File: src/rtl/lc3b_types.sv
// Shared LC-3b memory-side types: cache line, physical-memory beat, beat index
// and the line adaptor state encoding.
package lc3b_types;

    localparam int LINE_WIDTH      = 128;
    localparam int BEAT_WIDTH      = 32;
    localparam int LC3B_LINE_BEATS = LINE_WIDTH / BEAT_WIDTH;
    localparam int BEAT_IDX_W      = $clog2(LC3B_LINE_BEATS);
    localparam int ADDR_W          = 16;
    localparam int LINE_OFFSET_W   = $clog2(LINE_WIDTH / 8);
    localparam int BEAT_OFFSET_W   = $clog2(BEAT_WIDTH / 8);

    typedef logic [LINE_WIDTH-1:0]               lc3b_c_line;
    typedef logic [BEAT_WIDTH-1:0]               lc3b_pmem_beat;
    typedef logic [BEAT_IDX_W-1:0]               lc3b_beat_idx;
    typedef logic [ADDR_W-1:0]                   lc3b_addr;
    typedef logic [ADDR_W-LINE_OFFSET_W-1:0]     lc3b_line_tag;
    typedef logic [LC3B_LINE_BEATS-1:0][BEAT_WIDTH-1:0] lc3b_beat_arr;

    typedef enum logic [1:0] {
        ST_IDLE  = 2'd0,
        ST_READ  = 2'd1,
        ST_WRITE = 2'd2,
        ST_DONE  = 2'd3
    } cla_state_e;

    localparam lc3b_beat_idx LAST_BEAT = lc3b_beat_idx'(LC3B_LINE_BEATS - 1);

    // Byte address of one beat inside a line: beats ascend by one beat width.
    function automatic lc3b_addr beat_addr(input lc3b_line_tag tag, input lc3b_beat_idx idx);
        return {tag, idx, {BEAT_OFFSET_W{1'b0}}};
    endfunction

endpackage

File: src/rtl/line_beat_buffer.sv
// Line storage shared by fill and write-back: beat-indexed fill register and a
// victim register with a beat-indexed read mux.
module line_beat_buffer
    import lc3b_types::*;
(
    input  logic          clk,
    input  logic          rst_n,
    input  logic          fill_en,
    input  lc3b_beat_idx  fill_idx,
    input  lc3b_pmem_beat fill_beat,
    input  logic          load_en,
    input  lc3b_c_line    load_line,
    input  lc3b_beat_idx  rd_idx,
    output lc3b_c_line    fill_line,
    output lc3b_pmem_beat rd_beat
);

    lc3b_beat_arr fill_q;
    lc3b_beat_arr victim_q;

    // The fill line only changes one beat at a time; the victim line is captured whole at acceptance.
    always_ff @(posedge clk or negedge rst_n) begin
        if (!rst_n) begin
            fill_q   <= '0;
            victim_q <= '0;
        end else begin
            if (fill_en) begin
                fill_q[fill_idx] <= fill_beat;
            end
            if (load_en) begin
                victim_q <= load_line;
            end
        end
    end

    assign fill_line = fill_q;
    assign rd_beat   = victim_q[rd_idx];

endmodule

File: src/rtl/cache_line_adaptor.sv
// Splits a 128-bit cache line fill or write-back into four 32-bit physical
// memory beats and signals completion with a one-cycle line_resp pulse.
module cache_line_adaptor
    import lc3b_types::*;
(
    input  logic          clk,
    input  logic          rst_n,
    input  logic          line_read,
    input  logic          line_write,
    input  logic [15:0]   line_addr,
    input  lc3b_c_line    line_wdata,
    output lc3b_c_line    line_rdata,
    output logic          line_resp,
    output logic          pmem_read,
    output logic          pmem_write,
    output logic [15:0]   pmem_address,
    output lc3b_pmem_beat pmem_wdata,
    input  lc3b_pmem_beat pmem_rdata,
    input  logic          pmem_resp
);

    cla_state_e    state_q;
    lc3b_beat_idx  cnt_q;
    lc3b_line_tag  tag_q;

    logic          fill_en_s;
    logic          load_en_s;
    lc3b_pmem_beat victim_beat_s;
    logic          unused_addr_lsb;

    assign unused_addr_lsb = ^line_addr[LINE_OFFSET_W-1:0];

    // Line FSM: write has priority over read when both are requested.
    always_ff @(posedge clk or negedge rst_n) begin
        if (!rst_n) begin
            state_q <= ST_IDLE;
            cnt_q   <= '0;
            tag_q   <= '0;
        end else begin
            case (state_q)
                ST_IDLE: begin
                    if (line_write) begin
                        tag_q   <= line_addr[ADDR_W-1:LINE_OFFSET_W];
                        cnt_q   <= '0;
                        state_q <= ST_WRITE;
                    end else if (line_read) begin
                        tag_q   <= line_addr[ADDR_W-1:LINE_OFFSET_W];
                        cnt_q   <= '0;
                        state_q <= ST_READ;
                    end
                end
                ST_READ, ST_WRITE: begin
                    if (pmem_resp) begin
                        cnt_q <= cnt_q + lc3b_beat_idx'(1);
                        if (cnt_q == LAST_BEAT) begin
                            state_q <= ST_DONE;
                        end
                    end
                end
                ST_DONE: begin
                    state_q <= ST_IDLE;
                end
                default: begin
                    state_q <= ST_IDLE;
                    cnt_q   <= '0;
                end
            endcase
        end
    end

    assign fill_en_s = (state_q == ST_READ) && pmem_resp;
    assign load_en_s = (state_q == ST_IDLE) && line_write;

    line_beat_buffer u_buf (
        .clk       (clk),
        .rst_n     (rst_n),
        .fill_en   (fill_en_s),
        .fill_idx  (cnt_q),
        .fill_beat (pmem_rdata),
        .load_en   (load_en_s),
        .load_line (line_wdata),
        .rd_idx    (cnt_q),
        .fill_line (line_rdata),
        .rd_beat   (victim_beat_s)
    );

    // Every output below depends only on registers, never on the line_*/pmem_* inputs.
    assign pmem_read    = (state_q == ST_READ);
    assign pmem_write   = (state_q == ST_WRITE);
    assign line_resp    = (state_q == ST_DONE);
    assign pmem_address = (pmem_read || pmem_write) ? beat_addr(tag_q, cnt_q) : 16'h0000;
    assign pmem_wdata   = pmem_write ? victim_beat_s : 32'h0000_0000;

endmodule

File: config.mk
export PLATFORM = sky130hd
export DESIGN_NAME = cache_line_adaptor
export DESIGN_NICKNAME = d
export VERILOG_FILES = /design/src/rtl/lc3b_types.sv /design/src/rtl/line_beat_buffer.sv /design/src/rtl/cache_line_adaptor.sv
export SDC_FILE = /design/constraint.sdc
export NUM_CORES = 1
export LEC_CHECK = 0
export ABC_AREA = 0
export CAP_MARGIN = 20
export CELL_PAD_IN_SITES_DETAIL_PLACEMENT = 1
export CELL_PAD_IN_SITES_GLOBAL_PLACEMENT = 1
export CORE_AREA = 5 5 190 192
export CTS_CLUSTER_DIAMETER = 80
export CTS_CLUSTER_SIZE = 10
export DETAILED_ROUTE_END_ITERATION = 8
export DIE_AREA = 0 0 195 197
export GPL_TIMING_DRIVEN = 0
export PLACE_DENSITY = 0.87
export SLEW_MARGIN = 20
export SYNTH_ARGS = -nofsm -noshare
export SYNTH_HDL_FRONTEND = slang
export SYNTH_SLANG_ARGS = --single-unit
export TNS_END_PERCENT = 20
File: constraint.sdc
create_clock -name clk -period 1.6 [get_ports clk]
set_input_delay 0.32 -clock clk [delete_from_list [all_inputs] [get_ports clk]]
set_output_delay 0.32 -clock clk [all_outputs]
set_load 0.03 [all_outputs]
Word-level counts from Yosys, hierarchy flattened --
Index checks and enable logic that the tools add are counted.
Word-level totals: register bits after elaboration 272, input bits 181, output and inout bits 179, word-level logic and storage cells 50
Cells by class: $add $sub $neg 1, $lt $le $gt $ge 2, equal/unequal tests 7, mux-type cells 18, reductions and logical operators 11
Operators by type and width (number):
- 128-bit bitwise mux | 1
- 32-bit 2-to-1 mux | 3
- 32-bit binary-select mux with 2-bit select | 1
- 32-bit demux with 2-bit select | 1
- 12-bit 2-to-1 mux | 2
- 16-bit 2-to-1 mux | 1
- 2-bit 2-to-1 mux | 7
- 2-bit equality test, second input constant | 3
- 2-bit one-hot mux with 3 select lines | 1
- 3-bit AND reduction | 2
- 2-bit != test, second input constant | 2
- 2-bit one-hot mux with 2 select lines | 1
- 2-bit nonzero test | 2
- 1-bit logical AND | 3
- 2-bit by 3-bit < comparator with 1-bit output, second input constant | 1
- 3-bit != test, second input constant | 1
- 2-bit by 1-bit adder with 2-bit output, second input constant | 1
- 2-bit by 1-bit equality test with 1-bit output, second input constant | 1
- 2-bit by 1-bit greater-or-equal comparator with 1-bit output, second input constant | 1
- 2-bit logical NOT | 1
- 2-bit AND reduction | 1
- 2-bit OR reduction | 1
- 1-bit logical OR | 1

Longest topological paths before layout --
Gate-level depths: netlist of the first run.
word-level depth 5, mapped depth 7

Cells and area by module --
A second synthesis of the first run with hierarchy kept.
Unflattened totals: cells, all modules 690, area total of the unflattened synthesis 11340.9 sq um
Modules (own cells, without submodules):
- line_beat_buffer | instances 1, cells an instance 581, area each 10217.3 sq um
- cache_line_adaptor | instances 1, cells an instance 109, area each 1123.6 sq um

Worst setup path before layout of the first run --
No wires, ideal clock.
path type flip-flop to flip-flop, start reg cnt_q[1], end reg u_buf.fill_q (netlist bit u_buf.fill_line[10]), arrival time 1675 ps, data required time 1475 ps, setup slack -200 ps, cell stages (with the launch flop) 8, period minus slack after synthesis 1800 ps, cells stage by stage dfrtp_1 -> buf_2 -> buf_2 -> inv_1 -> ha_1 -> nand3_1 -> buf_2 -> mux2_2
On the way: longest elaborated chain between the ends 5, elaborated cells between the ends (all ways) 6, classes of those cells 2 x order compare; 3 x mux; 1 x reduce/logical
RTL lines:
- start: declaration | RTL line cache_line_adaptor.sv:23 | lc3b_beat_idx cnt_q;
- start signal: assignment | RTL line cache_line_adaptor.sv:54 | cnt_q <= cnt_q + lc3b_beat_idx'(1);
- 2-bit by 3-bit < comparator with 1-bit output (implied by the code) or 2-bit by 1-bit greater-or-equal comparator with 1-bit output (tied branches) | RTL line line_beat_buffer.sv:28 | fill_q[fill_idx] <= fill_beat;
- 1-bit logical AND (implied by the code) | RTL line line_beat_buffer.sv:28
- 32-bit 2-to-1 mux (implied by the code) | RTL line line_beat_buffer.sv:28
- 32-bit demux with 2-bit select (*)
- 128-bit bitwise mux (*) | RTL line line_beat_buffer.sv:28
- end signal: indexed assignment | RTL line line_beat_buffer.sv:28
- end: declaration | RTL line line_beat_buffer.sv:18 | lc3b_beat_arr fill_q;
Mark *: on every way between the ends. The rest lies on a longest branch, timed or not. A chain may end at the register's enable or synchronous reset.

Worst setup path after layout of the first run --
start reg cnt_q[0], end out pmem_wdata[21]
On the way: longest elaborated chain between the ends 3
RTL lines:
- 32-bit binary-select mux with 2-bit select | RTL line line_beat_buffer.sv:37 | assign rd_beat = victim_q[rd_idx];
- 32-bit 2-to-1 mux (implied by the code) | RTL line line_beat_buffer.sv:37
- 32-bit 2-to-1 mux | RTL line cache_line_adaptor.sv:92 | assign pmem_wdata = pmem_write ? victim_beat_s : 32'h0000_0000;
- end: declaration | RTL line cache_line_adaptor.sv:17 | output lc3b_pmem_beat pmem_wdata,
No other way between the ends. The select of a mux whose other input is x is not followed.

==> impl_metrics.yaml, run 1 <==
synthesis:
  yosys-top-cells-count: "dfrtp_1 (272), mux2_2 (268), and2_1 (46), mux4_2 (27), buf_2 (21)"
  synth_edf_count: 0
  netlist_area_mm2: 0.01147
  synth_top_area_share_pct: 59.36
  ys_seq_elements: 272
  synth.avg_cell_area_um2: 16.36
  ys_warn_count: 0
  synth-seq-area-share_pct: 59.36
  synth-async-reset-ratio_pct: 100.0
  yosys.area.top_type: "dfrtp_1"
  syn_inst: 701
  synth_area_leaders: "dfrtp_1 (59%), mux2_2 (26%), mux4_2 (5.3%)"
  yosysMostFrequentCell: "dfrtp_1"
  yosysUniqueCellTypes: 26
  synth_flop_cell: "dfrtp_1"
floorplan:
  initial_utilization_pct: 33.52
  die_w_um: 195
  num_io_pins: 360
  die_area_mm2: 0.03842
  fp.coreArea_mm2: 0.03420
  rows: 68
  die_height_um: 197
clocking:
  cts.clk_slew.worst_paths_ps: 60
  cts_sinks: 272
  h-tree-depth: 1
  cts_tree: "done"
  cts_buffer_depth: 3
  numCtsBuffers: 31
  cts_root_buf: "clkbuf_16"
  clkLatencyLatePin_ps: 550
worst_setup_path:
  cp-end-kind: "output pin"
  arrival_ps: 2100
  rr_endpoint: "u_buf.fill_line[9]"
  ff2ff_setup_slack_ps: -260
  timing.rr.start: "cnt_q[0]"
  reg2regPathDepth: 8
  crit_fanout: 7
  worstSetupPathType: "register to output pin"
  worstPathRequired_ps: 1280
  start_kind: "register"
pwr:
  leakagePower_nw: 8.713
  switching_share_pct: 37.04
  ir_drop_mv: 1.374
  switchingPower_mw: 14.95
  power_frac_clock_pct: 15.5
  p_int_mw: 25.41
  seqPwrFrac_pct: 30.5
  power.total_mw: 40.37
  comb_power_share_pct: 54.0
  power_density_mw_per_mm2: 2256
sta:
  setup_slack_ps: -823.1
  period_minus_slack_ps: 2423
  max_freq_mhz: 412.7
  hold_viol: 0
  rsz0062_at_grt: "true"
  fin_crit_sh_pct: 151.4
  tightest_slew_ps: 740.0
  fin_skew_ps: 9.881
  setup_viol_count_final: 173
  slew_viol_final: 0
  slew_headroom_pct: 50.67
global_route:
  grt_pass1_vias: 8738
  grt_pass1_wl_um: 54580
  grtUsageTotal_pct: 18.26
  grt_max_degree: 94
  antenna_found_initial: 14
  overflow: 0
place:
  port_buffers: 352
  hpwl_um: 25930
  place_area_mm2: 0.01579
  place.gp.congestion: 0.7628
status:
  violations: "negative setup slack"
  run_status: "finished, violations left"
hold_path:
  min_from: "pmem_resp"
  min_path_type: "primary input to register"
  whs_endpoint: "cnt_q[1]"
  holdPathStages: 3
finish:
  fin_area_mm2: 0.01789
  nFillCells: 3267
  fin_nets: 1316
  seqCellArea_mm2: 0.006808
  multi_input_area_mm2: 0.004683
  syn_to_final_growth_pct: 56.06
  drive_above_1_share_pct: 50.49
detailed_routing:
  drc_errors: 0
  ant_nets: 0
  first_iter_violations: 198
  dr_total_vias: 7706
  wl_per_cell_um: 23.98
  firstDrtPassIters: 4
  wl_um: 38280
  drt-vias-per-instance: 4.828
run:
  cap_violations: 0
## power by group through the flow
stage / logic, mW / registers, mW / clock network (mW)
2_1_floorplan: 8.95 / 14.9 / 0
5_1_grt: 22.9 / 12.7 / 6.77
3_3_place_gp: 18.9 / 12.0 / 0
6_report: 21.8 / 12.3 / 6.28
3_5_place_dp: 19.3 / 12.3 / 0
4_1_cts: 21.2 / 12.2 / 6.44
## critical path, stage by stage, from the launching register on
cell	delay [ps]
dfrtp_2	420
buf_12	170
clkbuf_16	160
mux4_2	500
and2_4	180
buf_6	130
## how the worst max path moves through the flow
stage / start / end / slack, ps / depth (start not counted)
6_report: cnt_q[0] / pmem_wdata[21] / -820 / 5
3_5_place_dp: state_q[0] / pmem_wdata[29] / -1160 / 5
4_1_cts: cnt_q[0] / pmem_wdata[26] / -910 / 6
3_3_place_gp: rst_n / u_buf.fill_line[68] / -11520 / 1
5_1_grt: cnt_q[0] / pmem_wdata[21] / -900 / 5
2_1_floorplan: cnt_q[0] / pmem_wdata[10] / -100 / 4
## area by class of cell
type	instances	share of cell area, %
multi-input combinational	382	26.17
clock buffer	33	4.489
clock inverter	1	0.1678
sequential	272	38.05
buffer	43	3.398
antenna	14	0.1958
tap	455	3.182
timing repair buffer	391	24.20
inverter	5	0.1468
## cell usage in the layout (no fill, tap or decap), types with 4 or more instances in the layout
cell	n
buf_4	23
clkdlybuf4s50_1	174
diode_2	14
mux2_4	30
buf_6	71
clkbuf_16	35
ha_4	7
buf_8	11
mux4_2	32
dlymetal6s2s_1	89
buf_12	15
dfrtp_1	271
nand3_4	4
mux2_2	238
and2_4	46
clkdlybuf4s15_2	35
## per-stage QoR
step / utilization [%] / hold slack (ps) / instances / setup TNS [ps] / worst slack (ps)
final: 52.32 / 266.5 / 1596 / -49540 / -823.1
after global routing: 52.32 / 259.5 / 1596 / -61130 / -896.2
after CTS: 50.56 / 204.9 / 1569 / -88260 / -908.8
after detailed placement: 46.16 / 414.7 / 1511 / -155460 / -1161
after global placement: 45.98 / 479.7 / 1509 / -3274570 / -11520
after floorplan: - / 24.41 / 702 / -7656 / -96.29
## repair_timing
action                                 CTS  global route
endpoints found under the hold margin   91             0
setup endpoints to repair              447           399
gates cloned                             3             3
pin swaps                                9            17
buffers inserted                        21            13
resized for setup                      558           153
hold buffers                             1             0
## state kept, by name, summed over array words and instances (netlist names)
register         cells
u_buf.fill_line    128
u_buf.victim_q     128
tag_q               12
cnt_q                2
state_q              2
## cell families (layout without fill, tap and decap cells)
family	after synthesis	in the layout	synth area share [%]
AO/OA/AOI/OAI	8	8	0.4365
adder cells (fa/ha/maj)	9	9	0.9821
buffers and inverters	48	473	2.968
flip-flops	272	272	59.36
multiplexers	303	303	33.03
other	1	16	0.03271
AND/OR/NAND/NOR	60	60	3.186
## routing by layer
metal	vias to the layer above	GRT usage [%]	share of wire, %
met3	59	3.863	5.3
met5	-	0	0
met1	4025	21.09	37
li1	3372	-	-
met2	250	32.74	55
met4	0	8.146	2.9
Power figures use the tool's default switching activity.
==> run 2, diff against run 1 <==
--- a/config.mk
+++ b/config.mk
@@ -9,13 +9,13 @@
 export CAP_MARGIN = 20
 export CELL_PAD_IN_SITES_DETAIL_PLACEMENT = 1
 export CELL_PAD_IN_SITES_GLOBAL_PLACEMENT = 1
-export CORE_AREA = 5 5 190 192
+export CORE_AREA = 5 5 180 182
 export CTS_CLUSTER_DIAMETER = 80
 export CTS_CLUSTER_SIZE = 10
 export DETAILED_ROUTE_END_ITERATION = 8
-export DIE_AREA = 0 0 195 197
+export DIE_AREA = 0 0 185 187
 export GPL_TIMING_DRIVEN = 0
-export PLACE_DENSITY = 0.87
+export PLACE_DENSITY = 0.92
 export SLEW_MARGIN = 20
 export SYNTH_ARGS = -nofsm -noshare
 export SYNTH_HDL_FRONTEND = slang
==> constraint.sdc (replaced) <==
create_clock -name clk -period 2.65 [get_ports clk]
set_input_delay 0.53 -clock clk [delete_from_list [all_inputs] [get_ports clk]]
set_output_delay 0.53 -clock clk [all_outputs]
set_load 0.03 [all_outputs]
==> run 2 against run 1 <==
  * The flow still finishes with violations (negative setup slack)
  * Hold slack got worse by 240 ps
  * Die area shrank 9.9%
  * Count of clock-buffer cells in the layout decreased by 2
  * Largest cell class unchanged
  * Core utilization is 1.3 points higher
  * Highest routed layer is now met5
  * Sequential power down 39%
  * Sequential share of layout area rose by 3.7 points
  * Register-to-register slack better by 720 ps
  * Non-clock buffer count shrank 32
  * Routed wire length down 4.1%
  * Total power decreased by 45%
  * Clock skew increased by 3.4 ps
  * Critical path type unchanged
  * Combinational power decreased by 48%
  * Largest power group unchanged
==> impl_metrics.yaml, run 2 (synthesized netlist as in run 1, its figures left out) <==
sta:
  setup_slack_ps: -18.63
  rsz0062_at_grt: "true"
  slew_viol_final: 0
  fin_crit_sh_pct: 100.7
  max_freq_mhz: 374.7
  slew_headroom_pct: 53.47
  fin_setup_tns_ps: -50.14
  hold_viol: 0
  period_minus_slack_ps: 2669
  tightest_slew_ps: 698.0
  setup_viol_count_final: 6
  hold_ws_ps: 22.20
  fin_skew_ps: 13.27
detailed_routing:
  wl_per_cell_um: 24.48
  ant_nets: 0
  first_iter_violations: 263
  firstDrtPassIters: 4
  drc_errors: 0
  dr_total_vias: 7622
  wl_um: 36720
  drt-vias-per-instance: 5.081
finish:
  seqCellArea_mm2: 0.006807
  final_cell_count_no_fill: 1500
  fin_nets: 1284
  nFillCells: 3011
  drive_above_1_share_pct: 39.31
  layout_commonest_cell: "clkdlybuf4s50_1"
  multi_input_area_mm2: 0.004338
  syn_to_final_growth_pct: 42.19
  fin_area_mm2: 0.01630
  final_cell_mix: "clkdlybuf4s50_1 (303), dfrtp_1 (272), mux2_2 (268)"
global_route:
  grt_max_degree: 95
  overflow: 0
  grt_pass1_wl_um: 56310
  antenna_found_initial: 13
  grtUsageTotal_pct: 21.04
  grt_pass1_vias: 9067
floorplan:
  rows: 64
  die_area_mm2: 0.03460
  die_w_um: 185
  fp.coreArea_mm2: 0.03043
  die_height_um: 187
  initial_utilization_pct: 37.68
  num_io_pins: 360
pwr:
  seqPwrFrac_pct: 33.3
  ir_drop_mv: 0.7423
  comb_power_share_pct: 50.5
  leakagePower_nw: 7.056
  power_frac_clock_pct: 16.2
  switchingPower_mw: 8.575
  power_density_mw_per_mm2: 1373
  p_int_mw: 13.81
  switching_share_pct: 38.31
clocking:
  h-tree-depth: 1
  clkLatencyLatePin_ps: 540
  cts.clk_slew.worst_paths_ps: 60
  cts_sinks: 272
  cts_root_buf: "clkbuf_16"
  cts_hold_buf: 0
  cts_buffer_depth: 3
  cts_tree: "done"
  numCtsBuffers: 31
worst_setup_path:
  arrival_ps: 2140
  path_cells: "buf_12 -> buf_12 -> mux4_2 -> and2_1 -> buf_2"
  worstSetupPathType: "register to output pin"
  start_kind: "register"
  cpMostUsedCell: "buf_12"
  timing.rr.start: "cnt_q[1]"
  crit_fanout: 10
  slowest_stage: "mux4_2"
  worstPathRequired_ps: 2120
  critical_path.max_stage_delay_ps: 520
  crit_start: "cnt_q[0]"
  cp-end-kind: "output pin"
hold_path:
  min_path_type: "primary input to asynchronous set/reset pin"
place:
  hpwl_um: 27160
  port_buffers: 352
  place_area_mm2: 0.01555
  place_inst: 1452
  place.gp.congestion: 0.7772
status:
  run_status: "finished, violations left"
  violations: "negative setup slack"
run:
  cap_violations: 0
## run 2: worst max-delay path, delay by kind of cell, from the launching register on
kind / cells / cell delay (ps)
multiplexers: 1 / 520
buffers and inverters: 3 / 500
flip-flops: 1 / 390
AND/OR/NAND/NOR: 1 / 170
## run 2: path summary, 6_finish.rpt
path | to | slack (ps) | cells past startpoint
max reg2reg | u_buf.fill_line[29] | 460 | 7
max in group asynchronous | u_buf.fill_line[35] | 1720 | 2
min in group clk | cnt_q[0] | 430 | 3
min | u_buf.victim_q[72] | 20 | 1
min reg2reg | u_buf.victim_q[63] | 490 | 1
max | pmem_wdata[13] | -20 | 5
## run 2: final cells by class
class,count,area share (%)
diodes,10,0.1535
plain buffers,43,2.249
clock buffers,31,4.758
clock inverters,2,0.1074
inverters,5,0.1151
multi-input cells,382,26.61
flip-flops and latches,272,41.75
well taps,396,3.039
repair buffers,359,21.22
## run 2: power by group through the flow
stage	Clock [mW]	Sequential, mW	Combinational, mW
after floorplan	0	9.01	5.12
after global placement	0	7.25	11.1
after detailed placement	0	7.47	11.5
after CTS	3.75	7.45	11.6
after global routing	3.92	7.67	12.0
final	3.63	7.45	11.3
## run 2: metrics by stage
stage	util, %	total power, mW	setup slack [ps]
6_report	53.58	22.38	-18.63
5_1_grt	53.58	23.55	-146.3
3_3_place_gp	50.90	18.36	-10650
4_1_cts	53.94	22.76	-200.0
3_5_place_dp	51.10	18.97	-244.0
2_1_floorplan	-	14.13	682.0
## run 2: routing by layer
| layer | wire length, um | vias up | GRT usage [%] |
|---|---|---|---|
| met1 | 13090 | 3961 | 23.33 |
| met2 | 19950 | 253 | 38.63 |
| met4 | 1888 | 6 | 9.797 |
| li1 | - | 3300 | - |
| met3 | 1755 | 102 | 3.773 |
| met5 | 41 | - | 0 |
## run 2: what timing repair did
item,CTS,global route
buffers inserted,1,4
gates resized for setup,183,69
setup endpoints to repair,48,43
hold endpoints to repair,0,0
==> run 3, diff against run 2 <==
--- a/config.mk
+++ b/config.mk
@@ -11,10 +11,10 @@
 export CELL_PAD_IN_SITES_GLOBAL_PLACEMENT = 1
 export CORE_AREA = 5 5 180 182
 export CTS_CLUSTER_DIAMETER = 80
-export CTS_CLUSTER_SIZE = 10
 export DETAILED_ROUTE_END_ITERATION = 8
 export DIE_AREA = 0 0 185 187
 export GPL_TIMING_DRIVEN = 0
+export MAX_ROUTING_LAYER = met4
 export PLACE_DENSITY = 0.92
 export SLEW_MARGIN = 20
 export SYNTH_ARGS = -nofsm -noshare
==> run 3 against run 2 <==
  * Register-to-register slack lost 40 ps
  * Clock power up 8.5%
  * The run still ends with negative setup slack left
  * Non-clock buffer count unchanged
  * Critical path type unchanged
  * Cell count up 1.4%
  * Setup slack improved by 1.8 ps
  * Highest routed layer is now met4
  * Global-route usage increased by 0.44 points
  * Core utilization up 0.45 points
  * Die area is the same
  * Sequential cell count stayed put
==> impl_metrics.yaml, run 3 (synthesized netlist as in run 1, its figures left out) <==
status:
  run_status: "finished, violations left"
  violations: "negative setup slack"
sta:
  hold_viol: 0
  fin_skew_ps: 15.28
  max_freq_mhz: 375.0
  slew_headroom_pct: 53.70
  tightest_slew_ps: 694.5
  setup_viol_count_final: 8
  slew_viol_final: 0
  setup_slack_ps: -16.88
  period_minus_slack_ps: 2667
  fin_crit_sh_pct: 100.6
  fin_setup_tns_ps: -70.03
  rsz0062_at_grt: "true"
floorplan:
  die_height_um: 187
  die_area_mm2: 0.03460
  initial_utilization_pct: 37.68
  die_w_um: 185
  rows: 64
  num_io_pins: 360
  fp.coreArea_mm2: 0.03043
worst_setup_path:
  worstSetupPathType: "register to output pin"
  arrival_ps: 2140
  worstPathRequired_ps: 2120
  path_cells: "buf_12 -> buf_12 -> mux4_2 -> and2_1 -> buf_2"
  slowest_stage: "mux4_2"
  cp-end-kind: "output pin"
  crit_start: "cnt_q[0]"
  crit_fanout: 10
  reg2regPathDepth: 7
  start_kind: "register"
  cpMostUsedCell: "buf_12"
  timing.rr.start: "cnt_q[1]"
  critical_path.max_stage_delay_ps: 510
finish:
  fin_nets: 1284
  final_cell_count_no_fill: 1521
  final_cell_mix: "clkdlybuf4s50_1 (303), dfrtp_1 (272), mux2_2 (268)"
  layout_commonest_cell: "clkdlybuf4s50_1"
  postLayoutCoreUtil_pct: 54.03
  syn_to_final_growth_pct: 43.39
  fin_area_mm2: 0.01644
  drive_above_1_share_pct: 39.71
clocking:
  cts_tree: "done"
  cts.clk_slew.worst_paths_ps: 60
  cts_hold_buf: 0
  cts_root_buf: "clkbuf_16"
  numCtsBuffers: 31
  clkLatencyLatePin_ps: 550
  cts_buffer_depth: 3
  h-tree-depth: 1
  cts_sinks: 272
pwr:
  p_int_mw: 14.04
  comb_power_share_pct: 49.9
  switching_share_pct: 38.20
  power_frac_clock_pct: 17.3
  leakagePower_nw: 7.111
  power_density_mw_per_mm2: 1382
  seqPwrFrac_pct: 32.8
  ir_drop_mv: 0.6466
  switchingPower_mw: 8.681
global_route:
  grt-busiest-layer: "met2"
  gr-usage-met2_pct: 38.18
  grtUsageTotal_pct: 21.48
  grt_pass1_vias: 8962
  overflow: 0
  use_met3_pct: 3.656
  grt_pass1_wl_um: 55780
  met1_usage_pct: 23.52
  grt_max_degree: 95
  antenna_found_initial: 12
place:
  place_area_mm2: 0.01555
  port_buffers: 352
  hpwl_um: 27160
  place_inst: 1452
  place.gp.congestion: 0.7878
detailed_routing:
  firstDrtPassIters: 4
  drt-vias-per-instance: 5.032
  wl_um: 36710
  first_iter_violations: 246
  drc_errors: 0
  dr_total_vias: 7653
  wl_per_cell_um: 24.14
  ant_nets: 0
hold_path:
  min_path_type: "primary input to asynchronous set/reset pin"
run:
  cap_violations: 0
==> run 3: what timing repair did <==
item | 4_1_cts | 5_1_grt
cloned | 0 | 0
buffers inserted | 2 | 3
resized for setup | 185 | 71
setup endpoints to repair | 48 | 45
pin swaps | 0 | 1
==> run 3: worst paths after layout <==
check	endpoint	slack (ps)
worst min-delay path	u_buf.victim_q[72]	6
worst max-delay path	pmem_wdata[17]	-20
min in group clk	cnt_q[0]	440
worst min register to register	u_buf.victim_q[63]	500
worst max register to register	u_buf.fill_line[8]	420
max in group asynchronous	u_buf.fill_line[104]	1710
==> run 3: power groups by stage <==
| stage | sequential [mW] | clock (mW) | combinational [mW] |
|---|---|---|---|
| after floorplan | 9.01 | 0 | 5.12 |
| after global placement | 7.25 | 0 | 11.1 |
| after detailed placement | 7.47 | 0 | 11.5 |
| after CTS | 7.43 | 4.05 | 11.6 |
| after global routing | 7.67 | 4.22 | 12.0 |
| final | 7.45 | 3.94 | 11.3 |
==> run 3: worst max-delay path, delay by kind of cell (launching register included) <==
kind,cells,cell delay [ps]
simple gates,1,180
mux,1,510
buf+inv,3,490
flops,1,390
==> run 3: per-stage QoR <==
step                      power [mW]  setup slack, ps  hold WS (ps)
after floorplan                14.13            682.0         234.4
after global placement         18.36           -10650         479.7
after detailed placement       18.97           -244.0         487.3
after CTS                      23.08           -179.0         15.01
after global routing           23.87           -135.4         45.74
final                          22.72           -16.88         6.025
==> run 3: metal layers <==
layer	vias up	wire length [um]
met2	254	19950
met3	86	1901
met4	0	1570
met5	-	0
li1	3325	-
met1	3988	13290
==> run 3: area by class of cell <==
| cell class | instances | area (um2) |
|---|---|---|
| clock inverters | 7 | 47.55 |
| repair buffers | 359 | 3461 |
| fillers | 3024 | 13990 |
| plain buffers | 43 | 366.6 |
| multi-input cells | 382 | 4337 |
| flip-flops and latches | 272 | 6807 |
| well taps | 396 | 495.5 |
| inverters | 5 | 18.77 |
| diodes | 12 | 30.03 |
| clock buffers | 45 | 878.3 |
